[src/rtl/fpu_issue_ctrl.sv]
// Single-issue dispatch controller for the FP cluster: register scoreboard,
// routing to pipe / div-sqrt / load-store, and the shared writeback arbiter.
module fpu_issue_ctrl #(
    parameter int VIR_REG_ADDR = 6,
    parameter int PIPE_LAT     = 4
) (
    input  logic                    clk_i,
    input  logic                    rst_i,
    input  logic                    issue_valid_i,
    output logic                    issue_ready_o,
    input  logic                    uses_rs1_i,
    input  logic                    uses_rs2_i,
    input  logic                    uses_rs3_i,
    input  logic                    uses_rd_i,
    input  logic [VIR_REG_ADDR-1:0] rs1_addr_i,
    input  logic [VIR_REG_ADDR-1:0] rs2_addr_i,
    input  logic [VIR_REG_ADDR-1:0] rs3_addr_i,
    input  logic [VIR_REG_ADDR-1:0] rd_addr_i,
    input  logic [4:0]              fu_function_i,
    output logic                    pipe_start_o,
    output logic                    div_start_o,
    input  logic                    div_done_i,
    output logic                    div_wb_o,
    output logic                    lsu_req_o,
    input  logic                    lsu_resp_valid_i,
    output logic                    lsu_wb_o,
    output logic [4:0]              func_o,
    output logic                    wb_valid_o,
    output logic [VIR_REG_ADDR-1:0] wb_rd_o,
    output logic [1:0]              wb_sel_o,
    output logic                    idle_o
);

    localparam int NUM_REGS = 1 << VIR_REG_ADDR;

    typedef enum logic [2:0] {
        CLS_PIPE  = 3'd0,
        CLS_DIV   = 3'd1,
        CLS_LOAD  = 3'd2,
        CLS_STORE = 3'd3,
        CLS_RSVD  = 3'd4
    } fu_class_e;

    localparam logic [1:0] SEL_PIPE = 2'd0;
    localparam logic [1:0] SEL_DIV  = 2'd1;
    localparam logic [1:0] SEL_LSU  = 2'd2;

    // Handshakes: an instruction transfers when issue_valid_i & issue_ready_o
    // are both high in a cycle; div_done_i / lsu_resp_valid_i are held by the
    // unit until the matching div_wb_o / lsu_wb_o pulse consumes them.

    logic [NUM_REGS-1:0]     pending_q, pending_next;
    logic [PIPE_LAT-1:0]     pipe_v_q, pipe_h_q;
    logic [VIR_REG_ADDR-1:0] pipe_rd_q [PIPE_LAT];
    logic                    div_busy_q, div_has_rd_q;
    logic [VIR_REG_ADDR-1:0] div_rd_q;
    logic                    lsu_busy_q, lsu_write_q;
    logic [VIR_REG_ADDR-1:0] lsu_rd_q;

    fu_class_e fu_class;
    logic      src_hazard, dst_hazard, unit_hazard;
    logic      fire, dest_has_rd, set_pending;
    logic      pipe_exit_wr, div_wr, lsu_wr;

    always_comb begin
        fu_class = CLS_RSVD;
        if (fu_function_i <= 5'd25)      fu_class = CLS_PIPE;
        else if (fu_function_i <= 5'd27) fu_class = CLS_DIV;
        else if (fu_function_i == 5'd28) fu_class = CLS_LOAD;
        else if (fu_function_i == 5'd29) fu_class = CLS_STORE;
    end

    // Readiness only looks at registered state: no bypass from this cycle's writeback.
    always_comb begin
        src_hazard  = (uses_rs1_i && pending_q[rs1_addr_i]) ||
                      (uses_rs2_i && pending_q[rs2_addr_i]) ||
                      (uses_rs3_i && pending_q[rs3_addr_i]);
        dst_hazard  = uses_rd_i && pending_q[rd_addr_i];
        unit_hazard = ((fu_class == CLS_DIV) && div_busy_q) ||
                      (((fu_class == CLS_LOAD) || (fu_class == CLS_STORE)) && lsu_busy_q);
        issue_ready_o = !(src_hazard || dst_hazard || unit_hazard);
    end

    assign fire        = issue_valid_i && issue_ready_o;
    assign dest_has_rd = uses_rd_i && (fu_class != CLS_STORE) && (fu_class != CLS_RSVD);
    assign set_pending = fire && dest_has_rd && (rd_addr_i != '0);

    always_comb begin
        pipe_start_o = fire && (fu_class == CLS_PIPE);
        div_start_o  = fire && (fu_class == CLS_DIV);
        lsu_req_o    = fire && ((fu_class == CLS_LOAD) || (fu_class == CLS_STORE));
        func_o       = '0;
        if (pipe_start_o || div_start_o || lsu_req_o)
            func_o = fu_function_i;
    end

    // Fixed priority pipe > div > LSU; only results that write need the port.
    always_comb begin
        pipe_exit_wr = pipe_v_q[PIPE_LAT-1] && pipe_h_q[PIPE_LAT-1];
        div_wb_o     = div_busy_q && div_done_i && !(div_has_rd_q && pipe_exit_wr);
        div_wr       = div_wb_o && div_has_rd_q;
        lsu_wb_o     = lsu_busy_q && lsu_resp_valid_i &&
                       (!lsu_write_q || (!pipe_exit_wr && !div_wr));
        lsu_wr       = lsu_wb_o && lsu_write_q;

        wb_valid_o = 1'b0;
        wb_rd_o    = '0;
        wb_sel_o   = SEL_PIPE;
        if (pipe_exit_wr) begin
            wb_valid_o = 1'b1;
            wb_rd_o    = pipe_rd_q[PIPE_LAT-1];
            wb_sel_o   = SEL_PIPE;
        end else if (div_wr) begin
            wb_valid_o = 1'b1;
            wb_rd_o    = div_rd_q;
            wb_sel_o   = SEL_DIV;
        end else if (lsu_wr) begin
            wb_valid_o = 1'b1;
            wb_rd_o    = lsu_rd_q;
            wb_sel_o   = SEL_LSU;
        end
    end

    // Writeback and issue never touch the same register in one cycle (WAW stall).
    always_comb begin
        pending_next = pending_q;
        if (wb_valid_o)
            pending_next[wb_rd_o] = 1'b0;
        if (set_pending)
            pending_next[rd_addr_i] = 1'b1;
        pending_next[0] = 1'b0;
    end

    always_ff @(posedge clk_i or posedge rst_i) begin
        if (rst_i) begin
            pending_q    <= '0;
            pipe_v_q     <= '0;
            pipe_h_q     <= '0;
            for (int i = 0; i < PIPE_LAT; i++)
                pipe_rd_q[i] <= '0;
            div_busy_q   <= 1'b0;
            div_has_rd_q <= 1'b0;
            div_rd_q     <= '0;
            lsu_busy_q   <= 1'b0;
            lsu_write_q  <= 1'b0;
            lsu_rd_q     <= '0;
        end else begin
            pending_q <= pending_next;

            pipe_v_q[0]  <= pipe_start_o;
            pipe_h_q[0]  <= pipe_start_o && dest_has_rd;
            pipe_rd_q[0] <= rd_addr_i;
            for (int i = 1; i < PIPE_LAT; i++) begin
                pipe_v_q[i]  <= pipe_v_q[i-1];
                pipe_h_q[i]  <= pipe_h_q[i-1];
                pipe_rd_q[i] <= pipe_rd_q[i-1];
            end

            if (div_start_o) begin
                div_busy_q   <= 1'b1;
                div_has_rd_q <= dest_has_rd;
                div_rd_q     <= rd_addr_i;
            end else if (div_wb_o) begin
                div_busy_q   <= 1'b0;
            end

            if (lsu_req_o) begin
                lsu_busy_q  <= 1'b1;
                lsu_write_q <= dest_has_rd;
                lsu_rd_q    <= rd_addr_i;
            end else if (lsu_wb_o) begin
                lsu_busy_q  <= 1'b0;
            end
        end
    end

    assign idle_o = (pending_q == '0) && (pipe_v_q == '0) && !div_busy_q && !lsu_busy_q;

endmodule
[config.mk]
export PLATFORM = sky130hd
export DESIGN_NAME = fpu_issue_ctrl
export DESIGN_NICKNAME = d
export VERILOG_FILES = /design/src/rtl/fpu_issue_ctrl.sv
export SDC_FILE = /design/constraint.sdc
export NUM_CORES = 1
export LEC_CHECK = 0
export BUFFER_PORTS_ARGS = -buffer_cell sky130_fd_sc_hd__buf_4
export CELL_PAD_IN_SITES_DETAIL_PLACEMENT = 2
export CELL_PAD_IN_SITES_GLOBAL_PLACEMENT = 2
export CORE_ASPECT_RATIO = 1.5
export CORE_UTILIZATION = 30
export DETAILED_ROUTE_END_ITERATION = 16
export GPL_TIMING_DRIVEN = 0
export PLACE_DENSITY_LB_ADDON = 0.1
export SLEW_MARGIN = 20
export SYNTH_ARGS = -nofsm -noshare
export SYNTH_HDL_FRONTEND = slang
export SYNTH_SLANG_ARGS = --single-unit
[constraint.sdc]
create_clock -name clk_i -period 3.35 [get_ports clk_i]
set_input_delay 0.335 -clock clk_i [delete_from_list [all_inputs] [get_ports clk_i]]
set_output_delay 0.335 -clock clk_i [all_outputs]
set_load 0.1 [all_outputs]
==> metrics.csv <==
stage,metric,value,unit
run_status,status,"finished, violations left",
run_status,violated checks,"hold timing, setup timing",
pwr,Worst IR Drop VDD,0.000263,V
timing,hold_ws,-16.6,ps
timing,Max-slew headroom,48.5,%
logic_synthesis,YS warnings,0,
logic_synthesis,Area contributors post-synth,"dfrtp_1 39%, mux4_2 11%, o21ai_0 7.2%",
detailed_routing,number of remaining DRC errors,0,
timing,Worst-Margin Slew,770,ps
die,Chip Width,127,um
clock_network,number of H-tree levels,3,
place,count of input and output buffers,48,
timing,Tmin final,3530,ps
final_layout,share of layout cells above drive strength 1,28.3,%
detailed_routing,vias per inst,6.19,
logic_synthesis,Netlist Area Pre-Place,7060,um2
logic_synthesis,Synth cell types,61,
global_route,global route overflow,0,
clock_network,clk buf depth,2,
die,Die Y-Extent,190,um
logic_synthesis,Mapped Nets,734,
place,pre-CTS WS,-921,ps
critical_path,crit-path cells,mux4_2 > o22ai_2 > nor3_1 > or4_4 > and4bb_4 > and2_4 > and4_4 > buf_12,
final_layout,Fillers,2491,
logic_synthesis,"Seq/Total Area, Yosys",39.4,%
logic_synthesis,Post-synth top flop,dfrtp_1,
clock_network,TritonCTS clock tree,done,
timing,RSZ-0062 raised after global routing,true,
clock_network,CTS sink cnt,111,
critical_path,Worst path max stage delay,540,ps
critical_path,"Worst Path Class, Setup",reg2out,
critical_path,Setup crit end kind,output pin,
die,Core Region,23100,um2
timing,setup_tns,-1010,ps
timing,final hold violations,8,
global_route,vias in the first global route,7253,
critical_path,Critical Path AT,3190,ps
logic_synthesis,Synth Instances,696,
global_route,GR Util met2,48.5,%
logic_synthesis,Post-synth top cells,"111 x dfrtp_1, 101 x o21ai_0, 80 x nand2_1",
critical_path,worst path bufs/invs,1,
clock_network,Worst-path clk slew,90,ps
timing,clk_skew,14.3,ps
global_route,first-pass GRT wire length,48.5,mm
final_layout,FF/Latch Area,2810,um2
logic_synthesis,Post-synth ARST share,100,%
critical_path,"reg-to-reg slack, setup",140,ps
clock_network,root buffer cell,clkbuf_16,
logic_synthesis,top-count cell post-synth,dfrtp_1,
logic_synthesis,cell taking the most area after synthesis,dfrtp_1,
timing,fmax,0.284,GHz
detailed_routing,1st-iter DRT viols,458,
global_route,largest net degree at the start of global routing,58,
hold_path,class of the worst hold path,in2async,
logic_synthesis,Post-synth EDFFs,0,
final_layout,area grow syn2layout,20.8,%
logic_synthesis,flip-flop and latch count after synthesis,111,
critical_path,CP startpoint kind,flop,
timing,PnR worst setup slack,-177,ps
critical_path,WP data required,3010,ps
global_route,GR Util All Layers,27.8,%
global_route,grt met1 use,33.7,%
logic_synthesis,"Avg Cell Area, Syn",10.1,um2
pwr,Pwr Density,459,nW/um2
critical_path,Critical Path Fanout Max,8,
detailed_routing,post-route ant nets,0,
clock_network,Worst-Skew Late Latency,380,ps
die,Die Footprint,24200,um2
final_layout,nets,806,
global_route,GR Layer Usage met3,3.12,%
place,Post-DP HPWL,24.4,mm
final_layout,footprint of the multi-input gates,4090,um2
final_layout,Finished Cell Area,8530,um2
place,placed cell area,7920,um2
die,Ports,59,
critical_path,"slowest stage cell, crit path",mux4_2,
global_route,grt peak-use layer,met2,
timing,"Setup violations, final",7,
detailed_routing,Total Wirelength,32.5,mm
pwr,Lkg Pwr,3.35,nW
detailed_routing,Via Count,6737,
detailed_routing,wire length per cell,29.8,um
final_layout,Ant. Diodes,0,
clock_network,Inserted Clock Buffers,9,
timing,fin. max-slew vios,0,
logic_synthesis,Synth top area share,39.4,%
global_route,initial antenna violation count,0,
die,number of placement rows,68,
critical_path,crit-path leading delay family,simple AND/OR/NAND/NOR gates,
timing,period utilization,105,%
detailed_routing,DRT Pass-1 Iters,5,
job,max-cap violations,0,
place,routability congestion estimate,0.918,
die,Starting Density,30.6,%
-- metal layers --
layer	routed length, um	share of wire [%]
met1	12800	39
met2	16700	51
met3	1510	4.7
met4	1520	4.7
met5	0	0
-- power by group --
part | internal, mW | switching [mW] | leakage (nW)
Clock | 0.552 | 0.620 | 0.156
Sequential | 1.50 | 0.303 | 1.40
Combinational | 0.421 | 0.522 | 1.79
-- path summary, 6_finish.rpt --
path,endpoint,cells after the start,startpoint
setup / recovery,func_o[2],8,pending_q[19]
hold / removal,pipe_rd_q[4],2,rst_i
setup reg to reg,pending_q[22],8,pending_q[19]
hold reg to reg,pipe_rd_q[17],0,pipe_rd_q[23]
max in group asynchronous,pending_q[1],3,rst_i
min in group clk_i,pipe_rd_q[22],1,rd_addr_i[4]
-- area by class of cell --
type,instances,share of cell area [%]
Multi-Input combinational cell,529,48.0
Sequential cell,111,32.9
Timing Repair Buffer,62,6.85
Tap cell,315,4.62
Buffer,41,3.13
Clock buffer,9,2.64
Clock inverter,7,1.13
Inverter,14,0.719
-- worst register-to-register path, cell delays in order, from the launching register on --
cell and delay, ps:
dfrtp_1 530, mux4_2 540, o22ai_2 160, nor3_1 70, or4_4 530, and4bb_4 370
nand4_4 270, clkbuf_1 360, o21ai_0 270
-- placed cells by master (no fill, tap or decap), types with 6 or more instances in the layout --
cell,Yosys,routed
a21oi_1,10,8
o31ai_1,33,33
dfrtp_1,111,87
and2_1,7,6
mux4_2,36,36
buf_12,0,7
nor2b_1,11,10
nand4_1,8,8
buf_6,12,15
nand2b_1,10,9
buf_4,1,52
nand2_1,80,80
mux2i_1,41,41
a22oi_1,11,11
clkbuf_1,17,14
nand3b_1,14,14
inv_1,12,10
o21ai_0,101,100
nand3_1,19,19
clkbuf_16,0,9
nor3_1,7,6
mux2_2,23,23
dfrtp_2,0,24
nor4_1,18,15
buf_2,10,9
nor2_1,24,22
-- logic make-up (layout without fill, tap and decap cells) --
kind of cell,count (synthesis),count (layout),share of synthesized area [%]
compound gates,202,202,18.0
mux,100,100,21.0
flops,111,111,39.4
simple gates,227,227,17.2
buf+inv,56,133,4.49
-- registers in the layout (all words and copies together), names as in the netlist --
name          flops
pipe_rd_q        24
lsu_rd_q          6
pending_q        63
div_has_rd_q      1
pipe_h_q          4
div_rd_q          6
lsu_busy_q        1
div_busy_q        1
pipe_v_q          4
lsu_write_q       1
-- what timing repair did --
action | in CTS | in global routing
hold buffers | 0 | 0
pin swaps | 10 | 9
setup buffers | 6 | 6
hold endpoints to repair | 0 | 0
endpoints found under the setup margin | 87 | 39
resized for setup | 38 | 34
-- through the flow --
stage	util (%)	power (mW)	std cells
after floorplan	-	2.27	696
after global placement	34.1	2.64	1059
after detailed placement	34.3	2.68	1061
after CTS	36.5	3.90	1083
after global routing	37.0	4.06	1088
final	37.0	3.92	1088
Note: power is estimated with default switching activity, not from simulation.
